**src/rtl/eth_rx_frame_ctrl.sv**
```systemverilog
// eth_rx_frame_ctrl: assembles RMII dibits into bytes, strips FCS, writes payload to a circular RAM and commits or rewinds each frame
module eth_rx_frame_ctrl #(
  parameter int ADDR_WIDTH = 12,
  parameter int MIN_LEN = 64,
  parameter int MAX_LEN = 1518,
  parameter int CNT_WIDTH = 8
) (
  input  logic                  clk,
  input  logic                  reset,
  input  logic [1:0]            in_dibit,
  input  logic                  in_clk,
  input  logic                  in_done,
  input  logic [ADDR_WIDTH-1:0] rd_ptr,
  output logic                  wr_en,
  output logic [ADDR_WIDTH-1:0] wr_addr,
  output logic [7:0]            wr_data,
  output logic                  desc_valid,
  input  logic                  desc_ready,
  output logic [ADDR_WIDTH-1:0] desc_addr,
  output logic [10:0]           desc_len,
  output logic [CNT_WIDTH-1:0]  cnt_ok,
  output logic [CNT_WIDTH-1:0]  cnt_crc_err,
  output logic [CNT_WIDTH-1:0]  cnt_drop
);
  typedef enum logic [1:0] {IDLE, RECV, DROP, CHECK} state_t;
  localparam logic [10:0] MIN_L = 11'(MIN_LEN);
  localparam logic [10:0] MAX_L = 11'(MAX_LEN);
  state_t state_q, state_d;
  logic [31:0] crc_q, crc_d, base_crc;
  logic [1:0] dcnt_q, dcnt_d, base_dcnt;
  logic [5:0] part_q, part_d;
  logic [7:0] nbyte;
  logic [3:0][7:0] dl_q, dl_d;
  logic [10:0] len_q, len_d, base_len;
  logic [ADDR_WIDTH-1:0] wr_ptr_q, wr_ptr_d, commit_q, commit_d, start_q, start_d, nxt_ptr;
  logic [ADDR_WIDTH-1:0] wr_addr_q, wr_addr_d, desc_addr_q, desc_addr_d;
  logic wr_en_q, wr_en_d, desc_valid_q, desc_valid_d, take, good, pending;
  logic [7:0] wr_data_q, wr_data_d;
  logic [10:0] desc_len_q, desc_len_d;
  logic [CNT_WIDTH-1:0] ok_q, ok_d, err_q, err_d, drop_q, drop_d;

  function automatic logic [31:0] crc_step(input logic [31:0] c, input logic [1:0] d);
    logic [31:0] r;
    r = c;
    for (int i = 0; i < 2; i++) r = (r >> 1) ^ ((r[0] ^ d[i]) ? 32'hEDB88320 : 32'h0);
    return r;
  endfunction

  function automatic logic [CNT_WIDTH-1:0] sat_inc(input logic [CNT_WIDTH-1:0] c);
    return (&c) ? c : c + 1'b1;
  endfunction

  // next-state, byte assembly, CRC, RAM writes and frame commit/rewind
  always_comb begin
    state_d = state_q;
    base_crc = (state_q == RECV) ? crc_q : 32'hFFFFFFFF;
    base_len = (state_q == RECV) ? len_q : 11'd0;
    base_dcnt = (state_q == RECV) ? dcnt_q : 2'd0;
    crc_d = base_crc;
    len_d = base_len;
    dcnt_d = base_dcnt;
    part_d = part_q;
    dl_d = dl_q;
    nbyte = {in_dibit, part_q};
    nxt_ptr = wr_ptr_q + 1'b1;
    wr_ptr_d = wr_ptr_q;
    commit_d = commit_q;
    start_d = start_q;
    wr_en_d = 1'b0;
    wr_addr_d = wr_addr_q;
    wr_data_d = wr_data_q;
    pending = desc_valid_q && !desc_ready;
    desc_valid_d = pending;
    desc_addr_d = desc_addr_q;
    desc_len_d = desc_len_q;
    ok_d = ok_q;
    err_d = err_q;
    drop_d = drop_q;
    take = in_clk && (state_q == IDLE || state_q == RECV);
    good = (crc_q == 32'hDEBB20E3) && len_q >= MIN_L && len_q <= MAX_L && dcnt_q == 2'd0;
    if (state_q == IDLE && in_clk) begin
      state_d = RECV;
      start_d = commit_q;
    end
    if (take) begin
      crc_d = crc_step(base_crc, in_dibit);
      dcnt_d = base_dcnt + 1'b1;
      part_d = nbyte[7:2];
      if (base_dcnt == 2'd3) begin
        len_d = base_len + 1'b1;
        dl_d = {dl_q[2:0], nbyte};
        if (base_len >= MAX_L) state_d = DROP;
        else if (base_len >= 11'd4) begin
          if (nxt_ptr == rd_ptr) state_d = DROP;
          else begin
            wr_en_d = 1'b1;
            wr_addr_d = wr_ptr_q;
            wr_data_d = dl_q[3];
            wr_ptr_d = nxt_ptr;
          end
        end
      end
    end
    if (state_q == RECV && in_done) state_d = CHECK;
    if (state_q == DROP && in_done) begin
      wr_ptr_d = commit_q;
      drop_d = sat_inc(drop_q);
      state_d = IDLE;
    end
    if (state_q == CHECK) begin
      state_d = IDLE;
      if (good && !pending) begin
        commit_d = wr_ptr_q;
        desc_addr_d = start_q;
        desc_len_d = len_q - 11'd4;
        desc_valid_d = 1'b1;
        ok_d = sat_inc(ok_q);
      end else begin
        wr_ptr_d = commit_q;
        drop_d = good ? sat_inc(drop_q) : drop_q;
        err_d = good ? err_q : sat_inc(err_q);
      end
    end
  end

  // state and output registers
  always_ff @(posedge clk) begin
    if (reset) begin
      state_q <= IDLE;
      crc_q <= 32'hFFFFFFFF;
      dcnt_q <= '0;
      part_q <= '0;
      dl_q <= '0;
      len_q <= '0;
      wr_ptr_q <= '0;
      commit_q <= '0;
      start_q <= '0;
      wr_en_q <= 1'b0;
      wr_addr_q <= '0;
      wr_data_q <= '0;
      desc_valid_q <= 1'b0;
      desc_addr_q <= '0;
      desc_len_q <= '0;
      ok_q <= '0;
      err_q <= '0;
      drop_q <= '0;
    end else begin
      state_q <= state_d;
      crc_q <= crc_d;
      dcnt_q <= dcnt_d;
      part_q <= part_d;
      dl_q <= dl_d;
      len_q <= len_d;
      wr_ptr_q <= wr_ptr_d;
      commit_q <= commit_d;
      start_q <= start_d;
      wr_en_q <= wr_en_d;
      wr_addr_q <= wr_addr_d;
      wr_data_q <= wr_data_d;
      desc_valid_q <= desc_valid_d;
      desc_addr_q <= desc_addr_d;
      desc_len_q <= desc_len_d;
      ok_q <= ok_d;
      err_q <= err_d;
      drop_q <= drop_d;
    end
  end

  assign wr_en = wr_en_q;
  assign wr_addr = wr_addr_q;
  assign wr_data = wr_data_q;
  assign desc_valid = desc_valid_q;
  assign desc_addr = desc_addr_q;
  assign desc_len = desc_len_q;
  assign cnt_ok = ok_q;
  assign cnt_crc_err = err_q;
  assign cnt_drop = drop_q;
endmodule

```
**config.mk**
```make
export PLATFORM = sky130hd
export DESIGN_NAME = eth_rx_frame_ctrl
export DESIGN_NICKNAME = d
export VERILOG_FILES = /design/src/rtl/eth_rx_frame_ctrl.sv
export SDC_FILE = /design/constraint.sdc
export NUM_CORES = 1
export LEC_CHECK = 0
export ABC_AREA = 1
export CORE_ASPECT_RATIO = 1.1
export CORE_MARGIN = 2
export CORE_UTILIZATION = 40
export DETAILED_ROUTE_END_ITERATION = 8
export PLACE_DENSITY = 0.72
export SLEW_MARGIN = 0
export SYNTH_ARGS = -nofsm -noshare
export SYNTH_HDL_FRONTEND = slang
export SYNTH_SLANG_ARGS = --single-unit
```
**constraint.sdc**
```tcl
create_clock -name clk -period 2.5 [get_ports clk]
set_clock_uncertainty 0.2 [all_clocks]
set_input_delay 0.25 -clock clk [delete_from_list [all_inputs] [get_ports clk]]
set_output_delay 0.25 -clock clk [all_outputs]
set_load 0.01 [all_outputs]
```
==> Yosys cells after proc, flatten, opt, wreduce, memory -nomap -nowiden <==
Index checks and enable logic that the tools add are counted.
{ "totals": {"register_bits": 190, "output_inout_bits": 69, "wordCells": 108} }
{ "op_classes": {"addsub": 7, "n_lt_le_gt_ge": 4, "eq_ne": 7, "mux": 32, "bitwise": 13, "reduce_logical": 24} }
{ "op_table": {"columns": ["operator", "n"], "rows": [
  ["$mux 32", 4],
  ["$mux 12", 8],
  ["$xor 31x32->32", 2],
  ["$mux 8", 5],
  ["$mux 11", 3],
  ["$eq 32x32->1 const B", 1],
  ["$add 8x1->8 const B", 3],
  ["$reduce_and 8->1", 3],
  ["$mux 2", 9],
  ["$add 12x1->12 const B", 1],
  ["$eq 12x12->1", 1],
  ["$add 11x1->11 const B", 1],
  ["$ge 11x11->1 const B", 1],
  ["$ge 11x3->1 const B", 1],
  ["$ge 11x7->1 const B", 1],
  ["$le 11x11->1 const B", 1],
  ["$sub 11x3->11 const B", 1],
  ["$logic_and 1x1->1", 9],
  ["$not 1->1", 9],
  ["$eq 2x2->1 const B", 3],
  ["$reduce_and 5->1", 1],
  ["$reduce_or 5->1", 1],
  ["$logic_not 2->1", 2],
  ["$reduce_and 2->1", 2],
  ["other kinds (10)", 14]
]} }

==> Depth between registers and ports, before layout <==
{ "depth": {"word_depth": 10, "ltp_mapped": 18, "depth_no_buf": 16} }

==> Least setup slack after synthesis <==
OpenSTA, ideal clock, no wires.
{ "synth_path": {"path_kind": "register to register", "startpoint": "reg state_q[1]", "endpoint": "reg wr_ptr_q[3]", "t_arrival_ns": 2.207, "slack_ns": -0.026, "path_stages_with_launch": 18, "path_buffers": 2, "period_less_slack_ns": 2.526, "path_cell_list": "dfxtp_1 > inv_2 > nand2_2 > inv_2 > clkbuf_1 > nand2_1 > inv_1 > ha_1 > nor2_1 > nor3_1 > o21ai_0 > a21oi_1 > nor2_8 > buf_6 > nand3_1 > nand2_1 > nand3_1 > a21oi_1"} }
{ "synth_via": {"elab_chain_cells": 10, "word_cells_on_any_way": 19} }
{ "synth_lines": {"columns": ["item", "line", "rtl"], "rows": [
  ["start, declared", "28", "state_t state_q, state_d;"],
  ["start signal, assigned", "148", "state_q <= state_d;"],
  ["$eq 2x1->1", "57, 58, 79", null],
  ["$mux 11", "57", "base_len = (state_q == RECV) ? len_q : 11'd0;"],
  ["$ge 11x3->1", "93", "else if (base_len >= 11'd4) begin"],
  ["$mux 12", "93", null],
  ["$mux 12", "92", "if (base_len >= MAX_L) state_d = DROP;"],
  ["$mux 12", "89", "if (base_dcnt == 2'd3) begin"],
  ["$mux 12", "85", "if (take) begin"],
  ["$mux 12", "105", "if (state_q == DROP && in_done) begin"],
  ["$mux 12", "112", "if (good && !pending) begin"],
  ["$mux 12 (*)", "110", "if (state_q == CHECK) begin"],
  ["end signal, assigned", "154", "wr_ptr_q <= wr_ptr_d;"],
  ["end, declared", "35", "logic [ADDR_WIDTH-1:0] wr_ptr_q, wr_ptr_d, commit_q, commit_d, start_q, start_d, nxt_ptr;"]
]} }
Every way passes the cells marked *; elsewhere a longest branch is shown, timed or not.
A chain may end at the register's enable or synchronous reset.

==> Worst setup path after layout <==
{ "layout_path": {"startpoint": "reg wr_ptr_q[5]", "endpoint": "reg wr_data_q[5] (netlist: wr_data[5])"} }
{ "layout_via": {"elab_chain_cells": 4} }
{ "layout_lines": {"columns": ["item", "line", "rtl"], "rows": [
  ["$add 12x1->12", "65", "nxt_ptr = wr_ptr_q + 1'b1;"],
  ["$eq 12x12->1", "94", "if (nxt_ptr == rd_ptr) state_d = DROP;"],
  ["$not 1->1 (no source line)", null, null],
  ["$reduce_and 5->1 (no source line)", null, null],
  ["end signal, assigned", "159", "wr_data_q <= wr_data_d;"],
  ["end, declared", "38", "logic [7:0] wr_data_q, wr_data_d;"]
]} }
No other way between the ends.

==> impl_metrics.tcl <==
set metrics [dict create \
    critical_path.max_fanout 21 \
    ys_top_cells_by_area "dfxtp_1 44%, nand2_1 12%, a21oi_1 8.3%, nand3_1 5.8%, o21ai_0 5.2%" \
    leakagePower_nw 4.08 \
    grt_first_pass_wirelength_um 35900 \
    syn_avg_cell_area_um2 7.08 \
    status "finished, final reports clean" \
    grt_usage 0.192 \
    drv_cap 0 \
    rsz0062_at_grt "true" \
    antenna_left 0 \
    drt_first_pass_iters 5 \
    synth.distinct_cells 41 \
    async_reset_ff_frac 0 \
    crit_path_end_kind "flip-flop" \
    cts_tree "built" \
    p_per_area_nw_per_um2 598 \
    wl_per_cell_um 13.8 \
    ys_seq_area_frac 0.437 \
    cts.sinks 190 \
    finalWirelength_um 22500 \
    post_dp_cell_area_um2 10000 \
    ys_seq_elements 190 \
    cts_hold_buf 0 \
    fp-row-count 56 \
    die_area_um2 23000 \
    gp_congestion 0.919 \
    synth_ff_type "dfxtp_1" \
    grt_max_degree 107 \
    h-tree-depth 4 \
    hpwl_um 15400 \
    max_freq_ghz 0.421 \
    relSlewSlack 0.663 \
    netlist_area_um2 8710 \
    grt_remaining_overflow 0 \
    synth_top_area_share 0.437 \
    start_util 0.407 \
    remaining_drc_errors 0 \
    mostFrequentLayoutCells "277 x nand2_1, 188 x dfxtp_1, 141 x a21oi_1, 104 x nor2_1, 100 x nand3_1" \
    tightest_slew_ns 0.501 \
    root_buffer "clkbuf_16" \
    coreArea_um2 21400 \
    arrival_ns 2.54 \
    numCtsBuffers 17 \
    antenna_found_initial 0 \
    peakVddDrop_uv 590 \
    vias_per_cell 5.10 \
    synth_edf_count 0 \
    drt-initial-drc-count 534 \
    path_clk_slew_ns 0.09 \
    path_class "reg2reg" \
    hold_viol_final 0 \
    syn_to_final_growth_pct 25.0 \
    min_period_over_period 0.950 \
    drive_gt1_frac 0.113 \
    startpoint_type "flip-flop" \
    crit_required_ns 2.67 \
    period_needed_ns 2.37 \
    yosysTopAreaCell "dfxtp_1" \
    grt_pass1_vias 7450 \
    stdcell_area_um2 10900 \
    syn_inst 1229 \
    n_antenna_cell 0 \
    slew_violations 0 \
    syn_nets 1257 \
    die_h_um 159 \
    finalSetupViolations 0 \
    die_w_um 145 \
    vias 8303 \
    synth_warnings 0 \
    nets 1353 \
    final_common_cell "nand2_1" \
    ioPinCount 88 \
    port_buffers 87 \
    min_path_type "in2reg" \
    fin_util 0.509 \
    clk_latency_ns 0.45 \
    cts_buffer_depth 2 \
]
metrics by stage:
step / setup TNS, ns / total power [mW] / instances / setup slack (ns) / hold WS [ns]
after floorplan: 0 / 3.57 / 1229 / 0.0886 / 0.195
after global placement: 0 / 3.75 / 1589 / 0.0799 / 0.246
after detailed placement: 0 / 3.76 / 1589 / 0.0505 / 0.251
after CTS: 0 / 6.55 / 1621 / 0.0288 / 0.0961
after global routing: -0.116 / 6.75 / 1628 / -0.0346 / 0.151
final: 0 / 6.51 / 1628 / 0.126 / 0.130
cell usage after synthesis, types with 4 or more instances:
library cell	count
nand4_1	20
clkbuf_1	42
nor4_1	10
buf_2	14
nor2_1	111
a21oi_1	145
inv_1	101
dfxtp_1	190
o221ai_1	5
nand3b_1	5
a31oi_1	8
inv_2	10
nand3_1	101
or2_2	8
xor2_1	11
nor3_1	18
ha_1	9
buf_6	5
o21ai_0	90
xnor2_1	6
a211oi_1	4
nand2_2	5
nand2_1	281
critical path, cell delays in order, from the launching register on:
cell	delay (ns)
dfxtp_1	0.50
nand2_1	0.16
nor2_1	0.17
nand2_1	0.13
xor2_2	0.22
nand2_1	0.07
nand2_1	0.07
nor2_1	0.04
nand3_2	0.08
buf_12	0.17
buf_4	0.18
nand3_1	0.13
a21oi_2	0.17
state kept, by name, summed over array words and instances (netlist names), 2 cells and up:
signal / count
len_q: 11
wr_addr: 12
cnt_drop: 8
cnt_ok: 8
part_q: 6
dl_q: 32
dcnt_q: 2
start_q: 12
wr_data: 8
desc_addr: 12
wr_ptr_q: 12
crc_q: 32
state_q: 2
cnt_crc_err: 8
commit_q: 12
desc_len: 11
timing repair:
| item | CTS | global route |
|---|---|---|
| buffers inserted | 0 | 5 |
| gates resized for setup | 0 | 35 |
| endpoints found under the setup margin | 0 | 40 |
layout make-up:
class / count / area (um^2)
well taps: 290 / 363
repair buffers: 140 / 1350
fillers: 2060 / 10500
multi-input cells: 864 / 4310
inverters: 112 / 423
clock inverters: 15 / 211
clock buffers: 17 / 425
flip-flops and latches: 190 / 3810
report_power, final:
| part | switching, mW | total [mW] | internal (mW) | leakage, nW |
|---|---|---|---|---|
| combinational | 0.347 | 0.550 | 0.203 | 2.24 |
| clock | 1.41 | 2.80 | 1.39 | 0.305 |
| sequential | 0.0531 | 3.16 | 3.11 | 1.54 |
per-layer routing:
metal  global-route usage  wire [um]  up-vias
li1                     -          -     4249
met1                0.235       9900     3816
met2                0.330      11100      194
met3               0.0380        895       44
met4               0.0737        631        0
met5                    0          0        -
worst paths after layout:
path	start	end	slack [ns]	depth (start not counted)
worst max register to register	wr_ptr_q[5]	wr_data[5]	0.13	12
worst min register to register	dl_q[20]	dl_q[28]	0.26	2
worst max-delay path	wr_ptr_q[5]	wr_data[5]	0.13	12
worst min-delay path	reset	start_q[7]	0.13	5
kinds of logic after synthesis:
group / count (synthesis) / synth area share
xor+xnor: 18 / 0.0190
simple gates: 573 / 0.289
flops: 190 / 0.437
buf+inv: 177 / 0.0831
fa+ha+maj: 9 / 0.0129
compound gates: 262 / 0.159
No activity file was read; power rests on OpenSTA's default activity.
